`config.mk`:
```
export PLATFORM = sky130hd
export DESIGN_NAME = bram_req_rsp_master_flat
export DESIGN_NICKNAME = d
export VERILOG_FILES = /design/src/rtl/bram_req_rsp_master_if.sv /design/src/rtl/bram_req_rsp_master.sv /design/src/flat_wrapper.sv
export SDC_FILE = /design/constraint.sdc
export NUM_CORES = 1
export LEC_CHECK = 0
export CORE_UTILIZATION = 49
export CTS_CLUSTER_SIZE = 14
export DETAILED_ROUTE_END_ITERATION = 10
export PLACE_DENSITY = 0.86
export SLEW_MARGIN = 20
export SYNTH_ARGS = -nofsm -noshare
export SYNTH_HDL_FRONTEND = slang
export SYNTH_SLANG_ARGS = --single-unit
```
`constraint.sdc`:
```
create_clock -name Clk_C -period 5.4 [get_ports Clk_C]
set_clock_uncertainty 0.05 [all_clocks]
set_input_delay 1.08 -clock Clk_C [delete_from_list [all_inputs] [get_ports Clk_C]]
set_output_delay 1.08 -clock Clk_C [all_outputs]
set_load 0.01 [all_outputs]
```
`src/rtl/bram_req_rsp_master_if.sv`:
```
// BramPort: BRAM master/slave bundle with clock, reset, enable, address, byte strobes and data
interface BramPort #(
  parameter int ADDR_BITW = 32,
  parameter int DATA_BITW = 32
);
  logic                   Clk_C;
  logic                   Rst_R;
  logic                   En_S;
  logic [ADDR_BITW-1:0]   Addr_S;
  logic [DATA_BITW/8-1:0] WrEn_S;
  logic [DATA_BITW-1:0]   Wr_D;
  logic [DATA_BITW-1:0]   Rd_D;
  modport Master (output Clk_C, Rst_R, En_S, Addr_S, WrEn_S, Wr_D, input Rd_D);
  modport Slave (input Clk_C, Rst_R, En_S, Addr_S, WrEn_S, Wr_D, output Rd_D);
endinterface

```
`src/rtl/bram_req_rsp_master.sv`:
```
// bram_req_rsp_master: request stream to BRAM master accesses; reads return through a
// credit-limited response FIFO so backpressure never drops BRAM read data.
module bram_req_rsp_master #(
  parameter int ADDR_BITW = 32,
  parameter int DATA_BITW = 32,
  parameter int RD_LAT    = 1,
  parameter int RSP_DEPTH = 4
) (
  input  logic                   Clk_C,
  input  logic                   Rst_R,
  input  logic                   ReqValid_S,
  output logic                   ReqReady_S,
  input  logic [ADDR_BITW-1:0]   ReqAddr_S,
  input  logic [DATA_BITW/8-1:0] ReqWrEn_S,
  input  logic [DATA_BITW-1:0]   ReqWr_D,
  output logic                   RspValid_S,
  input  logic                   RspReady_S,
  output logic [DATA_BITW-1:0]   Rsp_D,
  BramPort.Master                ToBram_PM
);
  localparam int CW = $clog2(RSP_DEPTH + 1);
  localparam int PW = $clog2(RSP_DEPTH);
  logic                 w_wr, w_acc, w_rd_acc, w_push, w_pop;
  logic [CW-1:0]        r_cred, r_cnt;
  logic [PW-1:0]        r_wp, r_rp;
  logic [RD_LAT-1:0]    r_pipe;
  logic [DATA_BITW-1:0] r_mem [RSP_DEPTH];
  assign w_wr       = |ReqWrEn_S;
  assign ReqReady_S = !Rst_R && (w_wr || r_cred != '0);
  assign w_acc      = ReqValid_S && ReqReady_S;
  assign w_rd_acc   = w_acc && !w_wr;
  assign w_push     = r_pipe[RD_LAT-1];
  assign RspValid_S = r_cnt != '0;
  assign w_pop      = RspValid_S && RspReady_S;
  assign Rsp_D      = RspValid_S ? r_mem[r_rp] : '0;
  assign ToBram_PM.Clk_C  = Clk_C;
  assign ToBram_PM.Rst_R  = Rst_R;
  assign ToBram_PM.En_S   = w_acc;
  assign ToBram_PM.Addr_S = ReqAddr_S;
  assign ToBram_PM.WrEn_S = w_acc ? ReqWrEn_S : '0;
  assign ToBram_PM.Wr_D   = ReqWr_D;
  // Credits reserve a FIFO slot at accept time, covering reads still in the BRAM pipe.
  always_ff @(posedge Clk_C or posedge Rst_R) begin
    if (Rst_R) begin
      r_cred <= CW'(RSP_DEPTH);
      r_cnt  <= '0;
      r_wp   <= '0;
      r_rp   <= '0;
      r_pipe <= '0;
    end else begin
      r_cred <= r_cred + CW'(w_pop) - CW'(w_rd_acc);
      r_cnt  <= r_cnt + CW'(w_push) - CW'(w_pop);
      r_pipe <= (r_pipe << 1) | RD_LAT'(w_rd_acc);
      if (w_push) r_wp <= (r_wp == PW'(RSP_DEPTH - 1)) ? '0 : r_wp + 1'b1;
      if (w_pop) r_rp <= (r_rp == PW'(RSP_DEPTH - 1)) ? '0 : r_rp + 1'b1;
    end
  end
  always_ff @(posedge Clk_C) if (w_push) r_mem[r_wp] <= ToBram_PM.Rd_D;
  a_depth: assert property (@(posedge Clk_C) RSP_DEPTH >= RD_LAT + 1)
    else $fatal(1, "RSP_DEPTH must be at least RD_LAT+1");
  a_ovf: assert property (@(posedge Clk_C) disable iff (Rst_R)
    !(w_push && !w_pop && r_cnt == CW'(RSP_DEPTH)))
    else $fatal(1, "response FIFO overflow");
endmodule

```
`src/flat_wrapper.sv`:
```
// flat-port wrapper written by rule: the top's interface ports become plain ports
module bram_req_rsp_master_flat 
#(
  parameter int ADDR_BITW = 32,
  parameter int DATA_BITW = 32,
  parameter int RD_LAT    = 1,
  parameter int RSP_DEPTH = 4
)
  (Clk_C, Rst_R, ReqValid_S, ReqReady_S, ReqAddr_S, ReqWrEn_S, ReqWr_D, RspValid_S, RspReady_S, Rsp_D, ToBram_PM_Clk_C, ToBram_PM_Rst_R, ToBram_PM_En_S, ToBram_PM_Addr_S, ToBram_PM_WrEn_S, ToBram_PM_Wr_D, ToBram_PM_Rd_D);
  BramPort #(.ADDR_BITW(ADDR_BITW), .DATA_BITW(DATA_BITW)) ToBram_PM_i ();
  input  logic Clk_C;
  input  logic Rst_R;
  input  logic ReqValid_S;
  output logic ReqReady_S;
  input  logic [ADDR_BITW-1:0] ReqAddr_S;
  input  logic [DATA_BITW/8-1:0] ReqWrEn_S;
  input  logic [DATA_BITW-1:0] ReqWr_D;
  output logic RspValid_S;
  input  logic RspReady_S;
  output logic [DATA_BITW-1:0] Rsp_D;
  output wire logic [$bits(ToBram_PM_i.Clk_C)-1:0] ToBram_PM_Clk_C;
  output wire logic [$bits(ToBram_PM_i.Rst_R)-1:0] ToBram_PM_Rst_R;
  output wire logic [$bits(ToBram_PM_i.En_S)-1:0] ToBram_PM_En_S;
  output wire logic [$bits(ToBram_PM_i.Addr_S)-1:0] ToBram_PM_Addr_S;
  output wire logic [$bits(ToBram_PM_i.WrEn_S)-1:0] ToBram_PM_WrEn_S;
  output wire logic [$bits(ToBram_PM_i.Wr_D)-1:0] ToBram_PM_Wr_D;
  input wire logic [$bits(ToBram_PM_i.Rd_D)-1:0] ToBram_PM_Rd_D;
  assign ToBram_PM_Clk_C = ToBram_PM_i.Clk_C;
  assign ToBram_PM_Rst_R = ToBram_PM_i.Rst_R;
  assign ToBram_PM_En_S = ToBram_PM_i.En_S;
  assign ToBram_PM_Addr_S = ToBram_PM_i.Addr_S;
  assign ToBram_PM_WrEn_S = ToBram_PM_i.WrEn_S;
  assign ToBram_PM_Wr_D = ToBram_PM_i.Wr_D;
  assign ToBram_PM_i.Rd_D = ToBram_PM_Rd_D;
  bram_req_rsp_master #(.ADDR_BITW(ADDR_BITW), .DATA_BITW(DATA_BITW), .RD_LAT(RD_LAT), .RSP_DEPTH(RSP_DEPTH)) u_core (.Clk_C(Clk_C), .Rst_R(Rst_R), .ReqValid_S(ReqValid_S), .ReqReady_S(ReqReady_S), .ReqAddr_S(ReqAddr_S), .ReqWrEn_S(ReqWrEn_S), .ReqWr_D(ReqWr_D), .RspValid_S(RspValid_S), .RspReady_S(RspReady_S), .Rsp_D(Rsp_D), .ToBram_PM(ToBram_PM_i));
endmodule
```
==> flow_metrics.tcl <==
set metrics [dict create \
    outcome "finished, final reports clean" \
    start_util_pct 50.2 \
    stdcell_count 515 \
    yosysMostFrequentCell "edfxtp_1" \
    final_nets 470 \
    grt_max_degree 35 \
    drt-pass1-iter-count 4 \
    setup_tns_ps 0 \
    synth_warnings 0 \
    cts_tree "yes" \
    fin_util_pct 59.7 \
    gp_congestion 0.669 \
    p_int_uw 2810 \
    setup_violations 0 \
    seq_power_share_pct 36.3 \
    die_h_um 113 \
    worstSetupEndpointType "output pin" \
    grt_pass1_wl_um 18100 \
    post_dp_cell_area_mm2 0.00644 \
    synth-edff-count 128 \
    cts_setup_buffers 0 \
    syn_area_mm2 0.00603 \
    relSlewSlack_pct 31.2 \
    ctsResizeCount 0 \
    port_buffers 80 \
    hold_viol_final 0 \
    place_inst 480 \
    synth.net_count 444 \
    power_frac_clock_pct 37.7 \
    post_drt_wl_per_cell_um 23.3 \
    post-route-drc-count 0 \
    grt_usage_pct 20.3 \
    crit_arrival_ps 3410 \
    clkLatencyLatePin_ps 520 \
    synth_cell_types 29 \
    start_kind "clock port" \
    ant_nets 0 \
    ir_drop_mv 0.225 \
    m1WireLength_um 4070 \
    syn2layout_area_growth_pct 18.9 \
    top_layer_used "met4" \
    fin_area_mm2 0.00717 \
    maxCapViolations 0 \
    criticalPathCategory "clk -> out" \
    synth_commonest_cells "edfxtp_1, buf_4, and2_1, mux4_2, inv_1" \
    synth_top_area_cell "edfxtp_1" \
    die_x_um 113 \
    netlist_top_cells_area "edfxtp_1, mux4_2, buf_4" \
    vias 2776 \
    synth_ff_type "edfxtp_1" \
    critPathMaxFanout 2 \
    power.density_mw_per_mm2 520 \
    synth_seq_cells 139 \
    netlist_instances 329 \
    p_comb_share_pct 26.1 \
    hp-class "reg -> reg" \
    report.final.slew_viol_count 0 \
    antenna_found_initial 0 \
    swShare_pct 24.6 \
    timing.final.ws_setup_ps 860 \
    wl_met3_um 1240 \
    dpl.hpwl_um 8000 \
    routed_wl_um 12000 \
    avgSynthCellArea_um2 18.3 \
    post-place-ws_ps 1120 \
    wl_met2_um 6240 \
    vias_per_cell 5.39 \
    ys_seq_area_share_pct 68.3 \
    synth_top_area_share_pct 63.7 \
    cts_hold_buf 0 \
    core_area_mm2 0.0120 \
    clk_pin_slew_worst_paths_ps 50 \
    grt_setup_unrepaired "false" \
    leakage_uw 0.00245 \
    tightest_slew_ps 1030 \
    grt_pass1_vias 3002 \
    synth_async_sr_flop_share_pct 7.91 \
    rows 40 \
    p_sw_uw 920 \
    crit_required_ps 4270 \
    die_area_mm2 0.0128 \
    antenna_cells 0 \
    drt-initial-drc-count 154 \
    overflow 0 \
    pin_count 209 \
    drive_gt1_share_pct 19.8 \
]
cell type report:
class	count	area, um^2
fill	866	4840
sequential	139	4120
multi-input combinational	102	1280
timing repair buffer	80	798
clock buffer	25	556
clock inverter	11	191
tap	147	184
inverter	11	41.3
routing by layer:
metal / global-route usage (%) / vias to the layer above
met2: 34.1 / 135
met3: 10.0 / 36
met1: 20.4 / 1381
met4: 12.3 / 0
met5: 0 / -
li1: - / 1224
registers in the layout, indices dropped and copies added (netlist names):
name,count
u_core.r_mem,128
u_core.r_cred,3
u_core.r_wp,2
u_core.r_pipe,1
u_core.r_cnt,3
u_core.r_rp,2
cell families after synthesis:
logic type	synth area share [%]
buf+inv	10.6
compound gates	0.498
flops	68.3
xor+xnor	0.581
fa+ha+maj	2.53
mux	12.6
simple gates	4.96
critical path, stage by stage:
cell	delay, ps
clkbuf_16	120
clkbuf_16	130
clkdlybuf4s50_1	460
worst paths after layout:
| path | depth (start not counted) | end | start | slack [ps] |
|---|---|---|---|---|
| min | 1 | u_core.r_cred[0]$_DFF_PP0_ | u_core.r_cred[0]$_DFF_PP0_ | 460 |
| min in group asynchronous | 2 | u_core.r_cred[0]$_DFF_PP0_ | Rst_R | 910 |
| min reg2reg | 1 | u_core.r_cred[0]$_DFF_PP0_ | u_core.r_cred[0]$_DFF_PP0_ | 460 |
| max in group asynchronous | 2 | u_core.r_cred[2]$_DFF_PP1_ | Rst_R | 4060 |
| max | 3 | ToBram_PM_Clk_C | Clk_C | 860 |
| max reg2reg | 8 | u_core.r_cnt[2]$_DFF_PP0_ | u_core.r_cnt[2]$_DFF_PP0_ | 2870 |
power groups by stage:
stage | combinational (uW) | sequential (uW) | clock [uW]
after floorplan | 735 | 1270 | 15.3
after global placement | 946 | 1380 | 18.8
after detailed placement | 979 | 1380 | 18.8
after CTS | 985 | 1360 | 1420
after global routing | 1040 | 1370 | 1470
final | 973 | 1350 | 1400
through the flow:
step / power, uW / hold slack, ps
global route: 3880 / 477
floorplan: 2020 / 411
global placement: 2340 / 433
detailed placement: 2380 / 454
finish: 3730 / 460
CTS: 3760 / 466
placed cells by master, fill, tap and decap left out, drive strengths merged, types with 3 or more instances in the layout:
master and instances:
edfxtp 128, clkdlybuf4s50 80, and2 40, mux4 32
clkbuf 24, inv 11, dfrtp 10, ha 9
bufinv 5, xnor2 3, clkinvlp 3, clkinv 3
(Power assumes the default switching activity.)
